==> src/rtl/dec_scan_ctrl.sv <==
// dec_scan_ctrl: masked 3-to-8 decoder scan controller with programmable dwell and blanking gap
//   clk   : system clock
//   rst   : asynchronous active-high reset
//   run   : 1 = scan, 0 = stop (next state IDLE)
//   div   : dwell length minus 1 (digit shows for div+1 cycles)
//   mask  : bit i set = select value i is visited
//   sel   : registered decoder select
//   en    : registered decoder enable
//   step  : one-cycle pulse when sel advances out of a blank gap
//   frame : one-cycle pulse when that advance wraps (new sel <= old sel)
module dec_scan_ctrl #(
   parameter int DIV_W     = 16,
   parameter int BLANK_CYC = 2
) (
   input  logic             clk,
   input  logic             rst,
   input  logic             run,
   input  logic [DIV_W-1:0] div,
   input  logic [7:0]       mask,
   output logic [2:0]       sel,
   output logic             en,
   output logic             step,
   output logic             frame
);
   localparam int BW = BLANK_CYC > 1 ? $clog2(BLANK_CYC) : 1;
   typedef enum logic [1:0] {IDLE, SHOW, BLANK} state_t;
   state_t           state_q, state_d;
   logic [2:0]       sel_q, sel_d, nxt;
   logic             en_q, en_d, step_q, step_d, frame_q, frame_d;
   logic [DIV_W-1:0] cnt_q, cnt_d;
   logic [BW-1:0]    bcnt_q, bcnt_d;
   // First set bit of m searching s+1, s+2, ... cyclically, s itself last.
   // Iterating from the farthest offset down lets the nearest hit win.
   function automatic logic [2:0] next_sel(input logic [2:0] s, input logic [7:0] m);
      logic [2:0] r, idx;
      r = s;
      for (int k = 8; k >= 1; k--) begin
         idx = s + 3'(k);
         if (m[idx]) r = idx;
      end
      return r;
   endfunction
   always_comb begin
      state_d = state_q;
      sel_d   = sel_q;
      cnt_d   = cnt_q;
      bcnt_d  = bcnt_q;
      step_d  = 1'b0;
      frame_d = 1'b0;
      nxt     = next_sel(sel_q, mask);
      if (!run) begin
         state_d = IDLE;
         cnt_d   = '0;
         bcnt_d  = '0;
      end else begin
         case (state_q)
            IDLE: if (mask != 8'h00) begin
               state_d = SHOW;
               sel_d   = next_sel(3'd7, mask);
               cnt_d   = '0;
            end
            SHOW: if (cnt_q == div) begin
               state_d = BLANK;
               cnt_d   = '0;
               bcnt_d  = '0;
            end else begin
               cnt_d = cnt_q + 1'b1;
            end
            BLANK: if (bcnt_q == BW'(BLANK_CYC - 1)) begin
               if (mask == 8'h00) begin
                  state_d = IDLE;
               end else begin
                  state_d = SHOW;
                  sel_d   = nxt;
                  cnt_d   = '0;
                  step_d  = 1'b1;
                  frame_d = nxt <= sel_q;
               end
            end else begin
               bcnt_d = bcnt_q + 1'b1;
            end
            default: state_d = IDLE;
         endcase
      end
      en_d = state_d == SHOW;
   end
   always_ff @(posedge clk or posedge rst) begin
      if (rst) begin
         state_q <= IDLE;
         sel_q   <= '0;
         en_q    <= 1'b0;
         step_q  <= 1'b0;
         frame_q <= 1'b0;
         cnt_q   <= '0;
         bcnt_q  <= '0;
      end else begin
         state_q <= state_d;
         sel_q   <= sel_d;
         en_q    <= en_d;
         step_q  <= step_d;
         frame_q <= frame_d;
         cnt_q   <= cnt_d;
         bcnt_q  <= bcnt_d;
      end
   end
   assign sel   = sel_q;
   assign en    = en_q;
   assign step  = step_q;
   assign frame = frame_q;
endmodule

==> config.mk <==
export PLATFORM = sky130hd
export DESIGN_NAME = dec_scan_ctrl
export DESIGN_NICKNAME = d
export VERILOG_FILES = /design/src/rtl/dec_scan_ctrl.sv
export SDC_FILE = /design/constraint.sdc
export NUM_CORES = 1
export LEC_CHECK = 0
export BUFFER_PORTS_ARGS = -buffer_cell sky130_fd_sc_hd__clkbuf_2
export CAP_MARGIN = 20
export CORE_MARGIN = 1.5
export CORE_UTILIZATION = 63
export DETAILED_ROUTE_END_ITERATION = 8
export PLACE_DENSITY = 0.82
export SYNTH_ARGS = -nofsm -noshare
export SYNTH_HDL_FRONTEND = slang
export SYNTH_SLANG_ARGS = --single-unit
==> constraint.sdc <==
create_clock -name clk -period 7.23 [get_ports clk]
set_input_delay 0 -clock clk [delete_from_list [all_inputs] [get_ports clk]]
set_output_delay 0 -clock clk [all_outputs]
set_load 0.02 [all_outputs]
; Word level (Yosys, flattened, before mapping)
; Index checks and enable logic that the tools add are counted.
[totals]
elab_cells = 100
inputBits = 27
output_inout_bits = 6
reg_bits = 25
[classes]
add_sub_neg = 9
n_eq_ne = 13
muxes = 56
order_cmp = 8
reduce_logical = 7
[op_table]
columns = cell, n
row1 = 16-bit two-way mux, 5
row2 = 3-bit two-way mux, 16
row3 = 16-bit one-hot mux with 3 select lines, 1
row4 = "3-bit by 4-bit < comparator with 1-bit output, second input constant", 7
row5 = 1-bit binary-select mux with 3-bit select, 7
row6 = 1-bit two-way mux, 20
row7 = "16-bit by 1-bit adder with 16-bit output, second input constant", 1
row8 = 16-bit equality test, 1
row9 = "3-bit adder, second input constant", 4
row10 = "3-bit != test, second input constant", 4
row11 = 8-bit logical NOT, 1
row12 = 2-bit two-way mux, 4
row13 = 8-bit nonzero test, 1
row14 = "3-bit by 2-bit adder with 3-bit output, second input constant", 2
row15 = "2-bit != test, second input constant", 3
row16 = 2-bit one-hot mux with 3 select lines, 1
row17 = 3-bit one-hot mux with 2 select lines, 1
row18 = 5-bit AND reduction, 1
row19 = "2-bit by 1-bit equality test with 1-bit output, second input constant", 2
row20 = "4-bit by 1-bit != test with 1-bit output, second input constant", 1
row21 = 4-bit AND reduction, 1
row22 = "3-bit by 1-bit adder with 3-bit output, second input constant", 1
row23 = 3-bit less-or-equal comparator, 1
row24 = "3-bit by 1-bit != test with 1-bit output, second input constant", 1
row25 = other kinds (6), 6

; Depth between registers and ports, before layout
[logic_depth]
depth_word = 15
depth_mapped = 16
mapped_depth_nobuf = 13

; Worst setup path before layout
; Ideal clock, no wire load.
[synth_timing]
path_kind = register to register
start = reg sel_q[1], in the netlist sel[1]
end = reg frame_q, in the netlist frame
path_buffers = 3
path_slack_ps = 3591
t_required_ps = 7158
t_arrival_ps = 3567
stages_incl_launch_ff = 17
setup_ps = 72
synth_period_minus_slack_ps = 3639
path_cell_list = dfrtp_1 > buf_2 > clkinv_1 > ha_1 > buf_6 > buf_12 > mux2_4 > mux4_2 > o32ai_1 > o31ai_1 > a211oi_2 > o21ai_1 > ha_1 > a21o_1 > a21oi_1 > a31oi_1 > nor2_1
[synth_via]
elab_chain_cells = 15
elab_cells_between_ends = 33
cone_classes = add/sub: 7 / order compare: 1 / mux: 25
[synth_lines]
columns = item, line_no
row1 = from (decl), 28  ; logic [2:0] sel_q, sel_d, nxt;
row2 = from (signal assigned), 98  ; sel_q <= sel_d;
row3 = 3-bit adder, 38  ; idx = s + 3'(k);
row4 = 1-bit binary-select mux with 3-bit select, 39  ; if (m[idx]) r = idx;
row5 = 1-bit two-way mux (implied by the code), 39
row6 = 3-bit two-way mux (7 in series), 39
row7 = 3-bit less-or-equal comparator *, 77  ; frame_d = nxt <= sel_q;
row8 = 1-bit two-way mux *, 70  ; if (mask == 8'h00) begin
row9 = 1-bit two-way mux *, 69  ; BLANK: if (bcnt_q == BW'(BLANK_CYC - 1)) begin
row10 = 1-bit two-way mux *, 56  ; case (state_q)
row11 = 1-bit two-way mux *, 51  ; if (!run) begin
row12 = named net frame_d, 29  ; logic en_q, en_d, step_q, step_d, frame_q, frame_d;
row13 = to (signal assigned), 101  ; frame_q <= frame_d;
row14 = to (decl), 29
; Mark *: on every way through the listed nets, which the timed path passes. The rest lies on a longest branch. The select of a mux whose other input is x is not followed.
; A chain may end at the register's enable or synchronous reset.

; Worst setup path after layout
[layout_timing]
start = reg sel_q[0], in the netlist sel[0]
end = reg frame_q, in the netlist frame
; The elaborated chain is that of the path after synthesis.

==> flow_metrics.tcl <==
set metrics [dict create \
    synth.area.mux_share_pct 20.6 \
    grt_pass1_wl_um 9940 \
    rsz0062_at_grt "false" \
    yosys_register_bits 25 \
    avgSynthCellArea_um2 9.39 \
    cts_tree "yes" \
    seq_area_frac_synth_pct 24.9 \
    path_clk_slew_ns 0.08 \
    required_ns 7.43 \
    period_share_pct 65.7 \
    peakVddDrop_v 0.000152 \
    tightest_slew_ns 0.895 \
    cp-start-kind "flip-flop" \
    cap_violations 0 \
    yosys-top-cells-count "dfrtp_1 (25), nand2_1 (22), xnor2_1 (20), o21ai_0 (19), nor2_1 (15)" \
    dp_hpwl_um 4320 \
    slew_headroom_pct 40.3 \
    wirelength_um 5760 \
    synthAdderAreaFrac_pct 2.98 \
    async_flop_share_pct 100 \
    drv_slew 0 \
    ys.flop_type "dfrtp_1" \
    root_buffer "clkbuf_8" \
    dieHeight_um 66.2 \
    cts_buffers 3 \
    cp-end-kind "flip-flop" \
    p_leak_nw 1.16 \
    vias 2243 \
    fill_cells 303 \
    ant_nets 0 \
    yosysWarnings 0 \
    finClkSkew_ns 0.00544 \
    arrival_ns 4.95 \
    drtPass1Iterations 5 \
    gp_congestion 0.948 \
    status "finished clean" \
    setup_viol 0 \
    ios 33 \
    grt_max_degree 26 \
    synth-edff-count 0 \
    critPathKind "reg2reg" \
    io_buffer_count 32 \
    synth_compound_area_share_pct 19.9 \
    syn_to_final_growth_pct 7.96 \
    dieArea_mm2 0.00438 \
    clock.fmax_ghz 0.210 \
    post_cts_buffers 0 \
    finalHoldViolations 0 \
    synth_top_area_share_pct 24.9 \
    htreeDepth 1 \
    cts.sinks 25 \
    cts_resized 0 \
    synthSimpleGateAreaFrac_pct 17.2 \
    grt_overflow_total 0 \
    num-nets-final 326 \
    wl_per_cell_um 16.9 \
    synthXorXnorAreaFrac_pct 8.70 \
    netlist_instances 268 \
    diodes 0 \
    rows 22 \
    fin_crit_ns 4.75 \
    synth_cell_type_count 60 \
    synth_nets 301 \
    antenna_found_initial 0 \
    clockBufferDepth 2 \
    via_per_inst 6.60 \
    ys_top_cells_by_area "dfrtp_1 (25%), mux4_2 (9.8%), xnor2_1 (7.0%), mux2_2 (4.5%), o21ai_0 (3.8%)" \
    drc 0 \
    drtIter0Drc 221 \
    core_area_mm2 0.00374 \
    synth_top_family_by_area "multiplexers" \
    grt_pass1_vias 2140 \
    netlist_area_mm2 0.00252 \
    grtUsageTotal_pct 29.0 \
    setup-tns-final_ns 0 \
    initial_core_util_pct 67.2 \
    die_w_um 66.2 \
    power_density_mw_per_mm2 210 \
    post-synth-top-count-cell "dfrtp_1" \
    synth_top_area_cell "dfrtp_1" \
    fin_area_mm2 0.00272 \
    hp-class "in2reg" \
    worstSkewPairLatency_ns 0.26 \
    drive_gt1_share_pct 24.3 \
    worstPathMaxFanout 20 \
    placed_area_mm2 0.00265 \
]
[report_power, final]
group	switching, mW	internal (mW)
clock	0.0408	0.0384
sequential	0.0212	0.145
combinational	0.172	0.151
[path summary, 6_finish.rpt]
check / startpoint / slack [ns] / to / cells past startpoint
setup reg to reg: sel[0] / 2.48 / frame / 13
max in group asynchronous: rst / 6.51 / cnt_q[1] / 4
min in group asynchronous: rst / 0.26 / cnt_q[8] / 3
setup / recovery: sel[0] / 2.48 / frame / 13
hold reg to reg: cnt_q[15] / 0.57 / cnt_q[15] / 2
hold / removal: run / 0.006 / state_q[1] / 2
[critical path: stages (launching register included)]
cell and delay, ns:
dfrtp_1 0.94, clkinv_1 0.52, ha_1 0.86, mux2_2 0.45
mux4_2 0.49, o32ai_1 0.24, o31ai_1 0.12, a211oi_2 0.22
o21ai_1 0.11, ha_1 0.30, a21o_1 0.16, a21oi_1 0.14
a31oi_1 0.05, nor2_1 0.08
[through the flow]
| stage | hold WS (ns) | total power [mW] | utilization [%] | std cells | setup slack [ns] |
|---|---|---|---|---|---|
| floorplan | 0.0273 | 0.435 | - | 268 | 3.59 |
| global placement | 0.225 | 0.475 | 70.7 | 334 | 2.63 |
| detailed placement | 0.235 | 0.484 | 70.7 | 334 | 2.50 |
| CTS | 0.0000818 | 0.564 | 72.2 | 339 | 2.47 |
| global route | 0.0144 | 0.610 | 72.6 | 340 | 2.06 |
| finish | 0.00586 | 0.569 | 72.6 | 340 | 2.48 |
[registers in the layout, summed over array words and instances, names as in the netlist]
register,count
frame,1
step,1
bcnt_q,1
state_q,2
cnt_q,16
en,1
sel,3
[layout make-up]
type,count,area (um^2),share of cell area [%]
Sequential cell,25,626,23.0
Timing Repair Buffer,34,185,6.82
Clock buffer,3,41.3,1.52
Tap cell,48,60.1,2.21
Inverter,14,52.6,1.93
Multi-Input combinational cell,215,1750,64.3
Clock inverter,1,5.00,0.184
[per-layer routing]
metal | global-route usage, % | part of all wire (%)
met1 | 44.8 | 46
met5 | 0 | 0
met2 | 42.6 | 45
met4 | 4.85 | 0.75
met3 | 5.62 | 8.0
[logic make-up (layout without fill, tap and decap cells)]
group	count (synthesis)	after routing
mux	31	31
compound gates	69	69
simple gates	84	84
fa+ha+maj	6	6
xor+xnor	25	25
flops	25	25
buf+inv	28	52
[placed cells by master (no fill, tap or decap), types with 5 or more instances in the layout]
master	count
inv_1	11
nor3_1	5
xnor2_1	20
dfrtp_1	25
nor3b_1	5
o21ai_0	19
nand2_1	22
mux2i_1	5
xor2_1	5
mux4_2	11
a21o_1	7
clkbuf_2	32
nor4_1	5
and3_1	6
mux2_2	10
ha_1	6
nand4_1	7
a21oi_1	7
nor2_1	15
nand3_1	7
[repair_timing]
action	in CTS	in global routing
endpoints found under the setup margin	0	0
hold buffers	1	0
hold endpoints to repair	25	0
Note: power is estimated with default switching activity, not from simulation.
